**src/rtl/wallace_mul_arbiter.sv**
```systemverilog
// Round-robin arbiter sharing one combinational 32x32 Wallace multiplier among NUM_REQ requesters.
// Operands and product are registered; results return on a valid/ready channel tagged with the requester index.
module wallace_mul_arbiter #(
  parameter int unsigned DATA_WIDTH = 32,
  parameter int unsigned NUM_REQ    = 4,
  parameter int unsigned ID_WIDTH   = $clog2(NUM_REQ)
) (
  input  logic                          clk,
  input  logic                          rst_n,
  input  logic [NUM_REQ-1:0]            req_valid,
  output logic [NUM_REQ-1:0]            req_ready,
  input  logic [NUM_REQ*DATA_WIDTH-1:0] req_a,
  input  logic [NUM_REQ*DATA_WIDTH-1:0] req_b,
  output logic                          rsp_valid,
  input  logic                          rsp_ready,
  output logic [2*DATA_WIDTH-1:0]       rsp_data,
  output logic [ID_WIDTH-1:0]           rsp_id,
  output logic                          busy,
  output logic [31:0]                   op_count
);

  localparam int unsigned PROD_WIDTH = 2 * DATA_WIDTH;
  localparam int unsigned PP_ROWS    = 32;
  localparam int unsigned CSA_LAYERS = 8;

  typedef enum logic [1:0] {
    IDLE = 2'd0,
    MUL  = 2'd1,
    HOLD = 2'd2
  } state_t;

  state_t                  state;
  logic [ID_WIDTH-1:0]     rr_ptr;
  logic [DATA_WIDTH-1:0]   a_reg;
  logic [DATA_WIDTH-1:0]   b_reg;
  logic [ID_WIDTH-1:0]     id_reg;

  logic                    found;
  logic [ID_WIDTH-1:0]     winner;
  logic [ID_WIDTH-1:0]     next_ptr;
  logic [NUM_REQ-1:0]      grant;
  logic [PROD_WIDTH-1:0]   product;

  // Wallace tree: 32 partial-product rows reduced by layers of 3:2 compressors
  // (32->22->15->10->7->5->4->3->2), then one carry-propagate add.
  function automatic logic [63:0] wallace_multiplier_32bit(input logic [31:0] a,
                                                           input logic [31:0] b);
    logic [63:0] rows      [PP_ROWS];
    logic [63:0] next_rows [PP_ROWS];
    logic [63:0] sum;
    logic [63:0] carry;
    int unsigned n;
    int unsigned m;
    for (int unsigned i = 0; i < PP_ROWS; i++) begin
      rows[5'(i)] = b[5'(i)] ? (64'(a) << i) : 64'd0;
    end
    n = PP_ROWS;
    for (int unsigned layer = 0; layer < CSA_LAYERS; layer++) begin
      m = 0;
      for (int unsigned r = 0; r < PP_ROWS; r++) begin
        next_rows[5'(r)] = 64'd0;
      end
      for (int unsigned g = 0; g < PP_ROWS / 3; g++) begin
        if (3 * g + 2 < n) begin
          sum   = rows[5'(3*g)] ^ rows[5'(3*g+1)] ^ rows[5'(3*g+2)];
          carry = ((rows[5'(3*g)]   & rows[5'(3*g+1)]) |
                   (rows[5'(3*g)]   & rows[5'(3*g+2)]) |
                   (rows[5'(3*g+1)] & rows[5'(3*g+2)])) << 1;
          next_rows[5'(m)]   = sum;
          next_rows[5'(m+1)] = carry;
          m = m + 2;
        end
      end
      // Rows left over after grouping pass straight to the next layer.
      for (int unsigned r = 0; r < PP_ROWS; r++) begin
        if (r >= (n / 3) * 3 && r < n) begin
          next_rows[5'(m)] = rows[5'(r)];
          m = m + 1;
        end
      end
      rows = next_rows;
      n    = m;
    end
    return rows[0] + rows[1];
  endfunction

  // Round-robin search starting at rr_ptr, wrapping modulo NUM_REQ.
  always_comb begin
    int unsigned idx;
    idx    = 0;
    found  = 1'b0;
    winner = '0;
    for (int unsigned k = 0; k < NUM_REQ; k++) begin
      idx = int'(rr_ptr) + k;
      if (idx >= NUM_REQ) begin
        idx = idx - NUM_REQ;
      end
      if (!found && req_valid[ID_WIDTH'(idx)]) begin
        found  = 1'b1;
        winner = ID_WIDTH'(idx);
      end
    end
  end

  always_comb begin
    grant = '0;
    if (found) begin
      grant[winner] = 1'b1;
    end
  end

  assign next_ptr  = (winner == ID_WIDTH'(NUM_REQ - 1)) ? '0 : winner + ID_WIDTH'(1);
  assign req_ready = (rst_n && state == IDLE) ? grant : '0;
  assign product   = wallace_multiplier_32bit(a_reg, b_reg);

  always_ff @(posedge clk) begin
    if (!rst_n) begin
      state     <= IDLE;
      rr_ptr    <= '0;
      a_reg     <= '0;
      b_reg     <= '0;
      id_reg    <= '0;
      rsp_valid <= 1'b0;
      rsp_data  <= '0;
      rsp_id    <= '0;
      busy      <= 1'b0;
      op_count  <= '0;
    end else begin
      case (state)
        IDLE: begin
          if (found) begin
            a_reg  <= req_a[winner*DATA_WIDTH +: DATA_WIDTH];
            b_reg  <= req_b[winner*DATA_WIDTH +: DATA_WIDTH];
            id_reg <= winner;
            rr_ptr <= next_ptr;
            busy   <= 1'b1;
            state  <= MUL;
          end
        end
        MUL: begin
          rsp_data  <= product;
          rsp_id    <= id_reg;
          rsp_valid <= 1'b1;
          state     <= HOLD;
        end
        HOLD: begin
          if (rsp_ready) begin
            rsp_valid <= 1'b0;
            op_count  <= op_count + 32'd1;
            busy      <= 1'b0;
            state     <= IDLE;
          end
        end
        default: begin
          rsp_valid <= 1'b0;
          busy      <= 1'b0;
          state     <= IDLE;
        end
      endcase
    end
  end

endmodule

```
**config.mk**
```make
export PLATFORM = sky130hd
export DESIGN_NAME = wallace_mul_arbiter
export DESIGN_NICKNAME = d
export VERILOG_FILES = /design/src/rtl/wallace_mul_arbiter.sv
export SDC_FILE = /design/constraint.sdc
export NUM_CORES = 2
export LEC_CHECK = 0
export BUFFER_PORTS_ARGS = -buffer_cell sky130_fd_sc_hd__buf_2
export CAP_MARGIN = 25
export CORE_AREA = 2 2 217 379
export CTS_BUF_LIST = sky130_fd_sc_hd__clkbuf_4
export DETAILED_ROUTE_END_ITERATION = 10
export DIE_AREA = 0 0 219 381
export GPL_ROUTABILITY_DRIVEN = 0
export GPL_TIMING_DRIVEN = 0
export PLACE_DENSITY_LB_ADDON = 0.08
export SLEW_MARGIN = 15
export SYNTH_ARGS = -nofsm -noshare
export SYNTH_HDL_FRONTEND = slang
export SYNTH_SLANG_ARGS = --single-unit
```
**constraint.sdc**
```tcl
create_clock -name clk -period 14 [get_ports clk]
set_input_delay 3.5 -clock clk [delete_from_list [all_inputs] [get_ports clk]]
set_output_delay 3.5 -clock clk [all_outputs]
set_load 0.01 [all_outputs]
```
---- Yosys cells after proc, flatten, opt, wreduce, memory -nomap -nowiden ----
Index checks and enable logic that the tools add are counted.
storage, ports and cells
  register bits ........................... 170
  bits of input ports ..................... 263
  logic and storage cells ................. 327
  output and inout bits ................... 104
cells by class
  shift-type cells ........................ 2
  $add $sub $neg .......................... 10
  mux-type cells .......................... 64
  bitwise gates (word level) .............. 212
  reduce and logical (&&, ||, !) cells .... 14
  magnitude comparators ................... 10
  equal/unequal tests ..................... 5
operators by type and width
  cell                                    number
  bitwise AND 63 bit                      40
  bitwise OR 63 bit                       29
  bitwise XOR 64 bit                      27
  variable part select 128 x 8 -> 32 bit  2
  bitwise AND 61 x 62 -> 62 bit           2
  bitwise OR 62 bit                       2
  bitwise AND 53 x 55 -> 55 bit           2
  bitwise AND 47 x 49 -> 49 bit           2
  bitwise AND 44 x 46 -> 46 bit           2
  bitwise OR 46 bit                       2
  bitwise AND 38 x 40 -> 40 bit           2
  bitwise AND 35 x 37 -> 37 bit           2
  bitwise OR 37 bit                       2
  adder 64 bit                            1
  bitwise XOR 64 x 41 -> 64 bit           1
  bitwise XOR 64 x 47 -> 64 bit           1
  bitwise XOR 64 x 50 -> 64 bit           1
  bitwise XOR 64 x 55 -> 64 bit           1
  bitwise XOR 64 x 59 -> 64 bit           1
  bitwise XOR 64 x 62 -> 64 bit           1
  bitwise XOR 64 x 63 -> 64 bit           1
  2-to-1 mux 63 bit                       1
  bitwise OR 38 x 63 -> 63 bit            1
  bitwise OR 63 x 50 -> 63 bit            1
  other kinds (143)                       190

---- Logic depth before layout (Yosys ltp) ----
  word-level depth ........................ 26
  gate-level depth with buffers ........... 27
  mapped depth without buffers ............ 25

---- Least setup slack after synthesis ----
Ideal clock, no wire load.
  kind .................................... input to output
  start ................................... input port req_valid[2]
  end ..................................... output port req_ready[3]
  arrival ................................. 5,268 ps
  stages on the path ...................... 10
  required time ........................... 10,500 ps
  buffers on the path ..................... 4
  setup slack ............................. 5,232 ps
  cell sequence ........................... mux2i_1 > nor2_1 > or3_1 > clkbuf_1 > inv_2 > buf_2 > buf_4 > buf_2 > ha_1 > and3_1
on the way
  cells in the longest elaborated chain, start to end .. 18
  elaborated cells between the ends (all ways) .. 29
  those cells by class .................... order compare: 2; mux: 20; reduce/logical: 7
ends and longest elaborated chain
  what                                                                                                                            line  text
  start: declaration                                                                                                              10    input logic [NUM_REQ-1:0] req_valid,
  binary-select mux 1 bit (select 2 bit)                                                                                          98    if (!found && req_valid[ID_WIDTH'(idx)]) begin
  2-to-1 mux 1 bit (implied by the code)                                                                                          98
  2-to-1 mux 1 bit                                                                                                                98
  zero test 1 bit                                                                                                                 98
  logical AND 1 bit                                                                                                               98
  2-to-1 mux 1 bit                                                                                                                98
  zero test 1 bit                                                                                                                 98
  logical AND 1 bit                                                                                                               98
  [3 not listed]                                                                                                                  -
  2-to-1 mux 2 bit (*)                                                                                                            98
  via winner[0]                                                                                                                   39    logic [ID_WIDTH-1:0] winner;
  less-than comparator 2 x 3 -> 1 bit (implied by the code) / greater-or-equal comparator 2 x 1 -> 1 bit (equally long branches)  108   grant[winner] = 1'b1;
  logical AND 1 bit (implied by the code)                                                                                         108
  2-to-1 mux 1 bit (implied by the code)                                                                                          108
  demux 1 bit (select 2 bit) (*)                                                                                                  108
  2-to-1 mux 4 bit (*)                                                                                                            107   if (found) begin
  2-to-1 mux 4 bit (*)                                                                                                            113   assign req_ready = (rst_n && state == IDLE) ? grant : '0;
  end: declaration                                                                                                                11    output logic [NUM_REQ-1:0] req_ready,
Mark *: on every way through the listed nets, which the timed path passes. The rest lies on a longest branch. The select of a mux whose other input is x is not followed.

---- Worst setup path in the final report ----
  start ................................... input port req_valid[0]
  end ..................................... output port req_ready[3]
The elaborated chain is that of the path after synthesis.

==> reports/qor.csv <==
stage,metric,value,unit
die,Core Rows,138,
critical_path,FF-to-FF End,rsp_data[59],
synth,Most used DFF post-synth,dfxtp_1,
critical_path,biggest cell delay along the critical path,0.42,ns
worst_hold_path,HP Class,reg -> reg,
drt,DRT iter0 DRCs,2373,
critical_path,WS Path Type,in -> out,
layout,cell area after layout,44190,um^2
worst_hold_path,WHS Endpoint,rsp_data[46],
critical_path,critical path arrival,6.14,ns
critical_path,reg2reg path depth,21,
clocking,setup repair bufs after CTS,0,
drt,drt drc,0,
timing,crit path time final,9.638,ns
pwr,PwrDens,153.1,nW/um^2
critical_path,Crit path required time,10.50,ns
timing,fin crit share,68.84,%
clocking,Clock Pin Slew Worst Setup and Hold Paths,0.16,ns
clocking,Clock Tree Buf Depth,2,
layout,Area Growth Syn to Fin,8.703,%
layout,flip-flop count of the largest register after layout,64,
critical_path,r2r startpoint,b_reg[2],
timing,fmax,103.8,MHz
critical_path,CP Max Fanout,11,
drt,vias,34491,
clocking,total CTS buffers,17,
critical_path,"most used cell, CP",buf_2,
timing,Fin Clk Skew,0.06141,ns
die,die footprint,83440,um^2
synth,Mapped Cells,4579,
synth,most common cell in the synthesized netlist,fa_1,
synth,Synth Net Count,5969,
clocking,clk sinks,170,
drt,final WL,167.5,mm
placement,placed cell area,43850,um^2
placement,Port Buffers,366,
pwr,leakage,19.99,nW
critical_path,CP top delay family,buffers and inverters,
synth,Post-synth top cells,"908 x fa_1, 815 x inv_1, 717 x nand2_1",
die,Initial Util,50.53,%
clocking,CTS Hold Buffers Added,0,
clocking,worst-skew pair later-pin latency,0.80,ns
layout,share of cells above drive strength 1,8.746,%
synth,register bit total from synthesis,170,
timing,Fin. Hold Viols,0,
outcome,status,"complete, no violations",
timing,relative slew slack,14.87,%
critical_path,slowest cell on the critical path,buf_4,
global_routing,Tot GR Track Use,41.75,%
drt,DRT Pass-1 Iters,7,
timing,RSZ-0062 raised after global routing,false,
critical_path,Buffers & Inverters on Critical Path,7,
pwr,Peak VDD IR,0.1400,mV
placement,worst slack at placement,4.411,ns
die,Ports,367,
die,Vert. Die Dim,381,um
die,Core ar.,80460,um^2
global_routing,initial antenna violation count,16,
timing,final setup vio count,0,
worst_hold_path,Worst Hold Depth,2,
critical_path,CP Cell Sequence,buf_2 -> mux2i_1 -> nor2_1 -> or3_1 -> clkbuf_1 -> inv_2 -> buf_2 -> buf_4 -> buf_2 -> ha_1 -> and3_1 -> buf_2,
global_routing,total grt overflow,0,
drt,Final ANT Viol Nets,0,
synth,Post-Synthesis Cell Area,40660,um^2
global_routing,first-pass GRT wire length,244.8,mm
clocking,CTS tree,yes,
drt,vias per cell,5.705,
synth,syn avg cell area,8.879,um^2
drt,wire length per cell,27.70,um
layout,Top reg by flops,rsp_data,
worst_hold_path,hold_sp,rsp_data[46],
synth,Synth warnings,0,
synth,asr flop ratio synth,0,%
critical_path,Crit. End Element,output port,
timing,Fin Hold WS,0.4700,ns
layout,final core utilization,54.93,%
synth,number of synthesized flops with an enable pin,0,
synth,Yosys top cell by area,fa_1,
clocking,CTS resizes,0,
placement,hpwl dp,143.9,mm
timing,Worst Tran Pin Value,1.277,ns
clocking,CTS Root Cell,clkbuf_4,
synth,Unique masters post-synth,66,
critical_path,R2R setup slack,4.41,ns
job,Max Cap Viol,0,
timing,Fin Setup TNS,0,ns
die,Die W,219,um
layout,Nets,6362,
synth,"Seq/Total Area, Yosys",8.371,%
synth,share of the synthesized area in the top cell type,44.71,%
timing,Final Worst Setup Slack,4.362,ns
synth,leading post-synthesis cells by cell area,"fa_1 45%, and2_1 11%, dfxtp_1 8.4%",
layout,Fillers,8078,
clocking,H-tree levels,4,
timing,Pins Over Slew Limit,0,
critical_path,critical path launch point type,input pin,
global_routing,vias in the first global route,38093,
global_routing,largest net degree at the start of global routing,17,
report_power, final:
part	internal [mW]	leakage [nW]	switching [mW]	total [mW]
clock	0.0818	0.139	0.229	0.311
sequential	0.565	1.39	0.156	0.721
combinational	2.01	18.5	3.73	5.74
total	2.65	20.0	4.11	6.77
layer usage:
metal,wire [um],vias to the layer above,GRT usage [%]
li1,-,14509,-
met1,52240,17308,42.49
met2,81510,1934,70.64
met3,14310,738,9.238
met4,19400,2,38.01
met5,12,-,0
cell usage in the layout (no fill, tap or decap), types with 9 or more instances in the layout:
master / instances
and3_1: 39
fa_1: 908
nand4_1: 23
a21o_1: 31
xnor2_1: 38
inv_1: 815
or3_1: 10
o21ai_0: 133
nor2b_1: 33
dfxtp_1: 170
mux2i_1: 89
xor2_1: 31
a311oi_1: 21
clkbuf_4: 20
buf_2: 380
ha_1: 219
and2_1: 684
nor2_1: 48
o21ai_1: 31
o21bai_1: 15
diode_2: 11
a21oi_1: 95
nor3_1: 9
a21boi_0: 21
nand2_1: 717
nand3_1: 25
clkbuf_1: 264
worst max-delay path by stage:
stage / start / endpoint / slack [ns] / cells after the start
after floorplan: req_valid[2] / req_ready[3] / 5.23 / 10
after detailed placement: req_valid[0] / req_ready[3] / 4.41 / 12
after CTS: req_valid[0] / req_ready[3] / 4.39 / 12
after global placement: b_reg[2] / rsp_data[48] / 4.25 / 19
after global routing: req_valid[2] / req_ready[3] / 4.19 / 12
final: req_valid[0] / req_ready[3] / 4.36 / 12
worst register-to-register path, cell delays in order, from the launching register on:
cell and delay (ns):
dfxtp_1 1.06, clkbuf_1 0.88, nand2_1 0.21, fa_1 0.62, fa_1 0.44, fa_1 0.53, fa_1 0.48, fa_1 0.55
fa_1 0.44, fa_1 0.59, inv_1 0.07, ha_1 0.27, ha_1 0.43, nand2_1 0.23, nor3_1 0.47, o2111ai_1 0.37
nand4_1 0.35, a31oi_1 0.34, o31a_2 0.49, a22oi_1 0.27, nor4_1 0.08, o31a_1 0.33
area by class of cell:
cell class | instances | area [um^2] | area share [%]
clock inverter | 12 | 110.1 | 0.2491
buffer | 284 | 1100 | 2.489
inverter | 816 | 3063 | 6.931
multi-input combinational | 3309 | 33100 | 74.90
sequential | 170 | 3403 | 7.701
antenna | 11 | 27.53 | 0.06228
timing repair buffer | 374 | 1926 | 4.357
clock buffer | 20 | 150.1 | 0.3397
tap | 1050 | 1314 | 2.973
cells by family (layout without fill, tap and decap cells):
kind of cell | Yosys count | in the layout | synth area share, %
xor gates and xnor gates | 69 | 69 | 1.486
and+or+nand+nor | 1610 | 1610 | 20.03
AOI/OAI and AO/OA | 413 | 413 | 6.217
DFF | 170 | 170 | 8.371
muxes | 90 | 90 | 2.216
adders and majority gates | 1127 | 1127 | 51.45
other | 0 | 11 | 0
buffers and inverters | 1100 | 1506 | 10.24
per-stage QoR:
step	power, mW	cells
final	6.768	6046
after global routing	7.265	6037
after CTS	6.642	6030
after detailed placement	6.231	5998
after global placement	6.255	5995
after floorplan	4.173	4579
(Power assumes the default switching activity.)
